==> src/rtl/muxn_pipe.sv <==
`default_nettype none
// muxn_pipe: N-channel registered mux, explicit-select or round-robin, with a one-entry output register.
// Optional out_chan port/register enabled by defining MUXN_PIPE_CHAN_EN.  Rev 1.0
module muxn_pipe #(
  parameter int WIDTH = 32,
  parameter int N     = 3,
  parameter int SELW  = (N > 1) ? $clog2(N) : 1
) (
  input  logic                 clk,
  input  logic                 rst_n,
  input  logic [N*WIDTH-1:0]   in_data,
  input  logic [N-1:0]         in_valid,
  output logic [N-1:0]         in_ready,
  input  logic                 mode,
  input  logic [SELW-1:0]      sel,
  output logic [WIDTH-1:0]     out_data,
  output logic                 out_valid,
  input  logic                 out_ready,
  output logic                 sel_err
`ifdef MUXN_PIPE_CHAN_EN
  ,
  output logic [SELW-1:0]      out_chan
`endif
);

  localparam logic [SELW:0] N_W = (SELW+1)'(N);

  logic [WIDTH-1:0] out_data_q, out_data_d;
  logic             out_valid_q, out_valid_d;
  logic             sel_err_q, sel_err_d;
  logic [SELW-1:0]  rr_ptr_q, rr_ptr_d;

  logic             load;
  logic             grant_vld;
  logic [SELW-1:0]  grant_idx;
  logic [SELW:0]    cand;
  logic [WIDTH-1:0] grant_data;
  logic             grant_valid_in;
  logic             xfer;

  always_comb begin
    grant_vld = 1'b0;
    grant_idx = '0;
    cand      = '0;
    if (!mode) begin
      grant_vld = ({1'b0, sel} < N_W);
      grant_idx = sel;
    end else begin
      // Descending scan so the lowest offset from rr_ptr+1 wins.
      for (int k = N; k >= 1; k--) begin
        cand = {1'b0, rr_ptr_q} + (SELW+1)'(k);
        if (cand >= N_W) cand = cand - N_W;
        for (int i = 0; i < N; i++) begin
          if (cand[SELW-1:0] == SELW'(i) && in_valid[i]) begin
            grant_vld = 1'b1;
            grant_idx = SELW'(i);
          end
        end
      end
    end
  end

  always_comb begin
    load           = !out_valid_q || out_ready;
    grant_data     = '0;
    grant_valid_in = 1'b0;
    in_ready       = '0;
    for (int i = 0; i < N; i++) begin
      if (grant_idx == SELW'(i)) begin
        grant_data     = in_data[i*WIDTH +: WIDTH];
        grant_valid_in = in_valid[i];
        in_ready[i]    = grant_vld && load;
      end
    end
    xfer = load && grant_vld && grant_valid_in;
  end

  always_comb begin
    out_data_d  = out_data_q;
    out_valid_d = out_valid_q;
    rr_ptr_d    = rr_ptr_q;
    sel_err_d   = !mode && ({1'b0, sel} >= N_W);
    if (load) begin
      out_valid_d = xfer;
      if (xfer) begin
        out_data_d = grant_data;
        if (mode) rr_ptr_d = grant_idx;
      end
    end
  end

  always_ff @(posedge clk or negedge rst_n) begin
    if (!rst_n) begin
      out_data_q  <= '0;
      out_valid_q <= 1'b0;
      sel_err_q   <= 1'b0;
      rr_ptr_q    <= SELW'(N-1);
    end else begin
      out_data_q  <= out_data_d;
      out_valid_q <= out_valid_d;
      sel_err_q   <= sel_err_d;
      rr_ptr_q    <= rr_ptr_d;
    end
  end

  assign out_data  = out_data_q;
  assign out_valid = out_valid_q;
  assign sel_err   = sel_err_q;

`ifdef MUXN_PIPE_CHAN_EN
  logic [SELW-1:0] out_chan_q, out_chan_d;

  always_comb begin
    out_chan_d = out_chan_q;
    if (xfer) out_chan_d = grant_idx;
  end

  always_ff @(posedge clk or negedge rst_n) begin
    if (!rst_n) out_chan_q <= '0;
    else        out_chan_q <= out_chan_d;
  end

  assign out_chan = out_chan_q;
`endif

endmodule
`default_nettype wire

==> config.mk <==
export PLATFORM = sky130hd
export DESIGN_NAME = muxn_pipe
export DESIGN_NICKNAME = d
export VERILOG_FILES = /design/src/rtl/muxn_pipe.sv
export SDC_FILE = /design/constraint.sdc
export NUM_CORES = 1
export LEC_CHECK = 0
export ABC_AREA = 1
export CORE_MARGIN = 3
export CORE_UTILIZATION = 50
export CTS_CLUSTER_SIZE = 12
export DETAILED_ROUTE_END_ITERATION = 10
export DONT_BUFFER_PORTS = 1
export GPL_TIMING_DRIVEN = 0
export PLACE_DENSITY = 0.69
export SETUP_SLACK_MARGIN = 0.15
export SLEW_MARGIN = 40
export SYNTH_ARGS = -nofsm -noshare
export SYNTH_HDL_FRONTEND = slang
export SYNTH_SLANG_ARGS = --single-unit
==> constraint.sdc <==
create_clock -name clk -period 2.9 [get_ports clk]
set_input_delay 0.145 -clock clk [delete_from_list [all_inputs] [get_ports clk]]
set_output_delay 0.145 -clock clk [all_outputs]
set_load 0.02 [all_outputs]
* After elaboration in Yosys (flattened, before gate mapping)
Cells that the tools add are included.
Storage, ports and cells: flip-flop bits (word level) 36, word-level logic and storage cells 78
Cells by class: $lt $le $gt $ge 5, equal/unequal tests 8, multiplexer cells 34, $add $sub $neg 6, reductions and logical operators 21
Operators with widths (number):
- $mux 32 | 3
- $mux 2 | 14
- $mux 1 | 17
- $logic_and 1x1->1 | 12
- $ge 3x2->1 const B | 3
- $eq 2x1->1 const B | 4
- $eq 2x2->1 const B | 4
- $logic_not 2->1 | 4
- $add 2x2->3 const B | 2
- $sub 2x2->2 const B | 3
- $add 2x1->3 const B | 1
- $reduce_and 3->1 | 1
- $ge 2x2->1 const B | 1
- $logic_not 1->1 | 2
- $lt 2x2->1 const B | 1
- $reduce_and 2->1 | 1
- $logic_or 1x1->1 | 1

* Logic depth before layout (Yosys ltp)
word-level depth 21, depth in mapped cells 17

* Worst setup path after synthesis
OpenSTA, ideal clock, no wires.
kind reg2out, start register rr_ptr_q[1], end output port in_ready[0], slack 614 ps, path buffers 2, cell stages (with the launch flop) 13, arrival 2141 ps, data required time 2755 ps, cell sequence dfstp_2 -> inv_1 -> ha_1 -> inv_1 -> nand2_1 -> and2_1 -> nand2_1 -> nand2_1 -> nand2_2 -> buf_4 -> buf_2 -> inv_1 -> nor3_1
Between the ends: cells in the longest elaborated chain, start to end 18, elaborated cells between the ends (all ways) 55, classes of those cells add/sub: 6; order compare: 3; eq/ne: 6; mux: 26; reduce/logical: 14
RTL lines:
- start: declaration | line 31 | logic [SELW-1:0] rr_ptr_q, rr_ptr_d;
- start signal: assignment | line 97 | rr_ptr_q <= SELW'(N-1);
- start signal: assignment | line 102 | rr_ptr_q <= rr_ptr_d;
- $add 2x2->3 | line 51 | cand = {1'b0, rr_ptr_q} + (SELW+1)'(k);
- $ge 3x2->1 / $sub 2x2->2 (equally long branches) | line 52 | if (cand >= N_W) cand = cand - N_W;
- $mux 2 | line 52
- $mux 2 | line 45 | if (!mode) begin
- $logic_not 2->1 | line 54 | if (cand[SELW-1:0] == SELW'(i) && in_valid[i]) begin
- $logic_and 1x1->1 | line 54
- $mux 1 (9 in series) | line 54
- $mux 1 | line 45
- $logic_and 1x1->1 | line 72 | in_ready[i] = grant_vld && load;
- $mux 1 (*) | line 69 | if (grant_idx == SELW'(i)) begin
- end: declaration | line 13 | output logic [N-1:0] in_ready,
Mark *: on every way between the ends. The rest lies on a longest branch, timed or not. The select of a mux whose other input is x is not followed.

* Worst setup path in the final report
Same ends and word-level chain as after synthesis.

==> flow_metrics.env <==
export IMPL_min_path_type="in2reg"
export IMPL_clock_latency_ns=0.28
export IMPL_grt_remaining_overflow=0
export IMPL_die_h_um=73.5
export IMPL_fin_crit_ns=2.55
export IMPL_hold_viol=0
export IMPL_cts_sinks=36
export IMPL_core_rowCount=23
export IMPL_ys_seq_area_share_pct=39.6
export IMPL_final_common_cell="nand2_1"
export IMPL_cts_tree="built"
export IMPL_grt_first_pass_wirelength_um=10200
export IMPL_clock_fmax_ghz=0.392
export IMPL_synth_cells=352
export IMPL_portBuffers=0
export IMPL_synth_cell_area_mm2=0.00228
export IMPL_place_inst=402
export IMPL_final_cell_mix="188 x nand2_1, 73 x nand3_1, 35 x dfrtp_1"
export IMPL_cts_root_buf="clkbuf_8"
export IMPL_setup_violations=0
export IMPL_grt_pass1_vias=2185
export IMPL_crit_fanout=10
export IMPL_drc=0
export IMPL_slew_violations=0
export IMPL_cts_reportedPaths_clkPinSlew_ns=0.07
export IMPL_whs_ns=0.0275
export IMPL_yosysWarningCount=0
export IMPL_worst_ep_required_time_ns=2.76
export IMPL_fp_coreArea_mm2=0.00420
export IMPL_timing_final_crit_share_pct=88.0
export IMPL_p_leak_uw=0.00137
export IMPL_num_antenna_cells=0
export IMPL_dp_hpwl_um=4700
export IMPL_end_kind="output port"
export IMPL_synth_top_area_share_pct=38.4
export IMPL_ys_ff_latch=36
export IMPL_drt_wl_total_um=6270
export IMPL_maxCapViolCount=0
export IMPL_ir_worst_vdd_mv=0.523
export IMPL_synth_nets=460
export IMPL_p_per_area_mw_per_mm2=1080
export IMPL_wire_per_inst_um=15.2
export IMPL_drive_gt1_share_pct=9.09
export IMPL_final_net_count=471
export IMPL_drtIter0Drc=155
export IMPL_tightestPinTransition_ns=0.497
export IMPL_slew_headroom_pct=66.9
export IMPL_io_pins=142
export IMPL_cts_buffer_depth=2
export IMPL_final_cells=413
export IMPL_setup_tns_final_ns=0
export IMPL_rsz0062_at_grt="false"
export IMPL_dieArea_mm2=0.00541
export IMPL_finalPower_uw=2680
export IMPL_status="complete, no violations"
export IMPL_synth_largest_area_cell="dfrtp_1"
export IMPL_synth_area_leaders="dfrtp_1 38%, nand2_1 31%, nand3_1 16%"
export IMPL_syn2layout_area_growth_pct=9.33
export IMPL_critPathLaunchType="flip-flop"
export IMPL_critical_path_class="reg2out"
export IMPL_vias=2337
export IMPL_tritoncts_num_buffers=5
export IMPL_drt_pass1_iterations=4
export IMPL_gp_congestion=0.797
export IMPL_initial_core_util_pct=54.3
export IMPL_grt_use_total_pct=24.4
export IMPL_syn_avg_cell_area_um2=6.48
export IMPL_htree_levels=2
export IMPL_die_w_um=73.5
export IMPL_drtAntennaViolNets=0
export IMPL_routed_via_density=5.66
export IMPL_antenna_found_initial=0
export IMPL_grt_max_degree=37
export IMPL_fin_skew_ns=0.00409
export IMPL_synth_distinct_cells=22
export IMPL_critPathArrivalTime_ns=2.41
## flip-flops by register name, summed over array words and instances (netlist names)
signal / count
out_data: 32
out_valid: 1
rr_ptr_q: 2
sel_err: 1
## final timing paths
kind	start	end	slack [ns]	cells past startpoint
worst max register to register	rr_ptr_q[1]	out_data[22]	0.45	14
worst max-delay path	rr_ptr_q[1]	in_ready[0]	0.35	12
worst min register to register	rr_ptr_q[1]	rr_ptr_q[1]	0.48	2
min in group asynchronous	rst_n	out_data[17]	0.31	2
max in group asynchronous	rst_n	rr_ptr_q[1]	2.33	2
worst min-delay path	mode	rr_ptr_q[0]	0.03	2
## power by group
| part | internal, uW | leakage [uW] | switching (uW) |
|---|---|---|---|
| Sequential | 722 | 0.000457 | 397 |
| Combinational | 415 | 0.000869 | 822 |
| Clock | 163 | 0.0000410 | 165 |
| Total | 1300 | 0.00137 | 1380 |
## synthesized netlist by cell type (all sizes together)
library cell / count
dfstp: 1
and2: 1
nand3: 76
or2: 1
nand2: 190
nand4: 2
dfrtp: 35
buf: 15
clkbuf: 4
ha: 3
nor2: 7
nor3: 2
inv: 13
a21oi: 2
## area by class of cell
type,count,area (um2)
Inverter,13,48.8
Fill cell,425,1710
Clock inverter,1,5.00
Buffer,19,96.3
Timing Repair Buffer,4,50.0
Tap cell,50,62.6
Multi-Input combinational cell,284,1260
Sequential cell,36,902
Clock buffer,6,72.6
## through the flow
step	utilization (%)	setup slack (ns)	instance area [um2]
after floorplan	-	0.614	2280
after global placement	55.8	0.435	2340
after detailed placement	55.8	0.406	2340
after CTS	58.9	0.231	2480
after global routing	59.4	0.157	2490
final	59.4	0.348	2490
## metal layers
metal | track usage, % | routed length (um) | vias to the layer above
li1 | - | - | 1136
met1 | 29.4 | 2390 | 1078
met2 | 41.7 | 3130 | 115
met3 | 6.29 | 676 | 8
met4 | 8.65 | 68 | 0
met5 | 0 | 0 | -
## kinds of logic after synthesis
family                   count (synthesis)  synth area share [%]
AO/OA/AOI/OAI                            2                 0.439
adder cells (fa/ha/maj)                  3                  1.65
buffers and inverters                   32                  6.09
flip-flops                              36                  39.6
AND/OR/NAND/NOR                        279                  52.3
## timing repair
action / in CTS / in global routing
hold buffers: 4 / 0
resized for setup: 1 / 5
hold endpoints to repair: 38 / 0
endpoints found under the setup margin: 1 / 2
pin swaps: 0 / 1
setup buffers: 0 / 0
## critical path, cell delays in order (launching register included)
cell and delay (ns):
dfstp_2 0.55, inv_1 0.06, ha_1 0.27, inv_1 0.07, nand2_1 0.07, and2_1 0.14
nand2_1 0.06, nand2_1 0.05, nand2_2 0.12, buf_6 0.16, buf_4 0.17, inv_1 0.09
nor3_4 0.31
No activity file was read; power rests on OpenSTA's default activity.
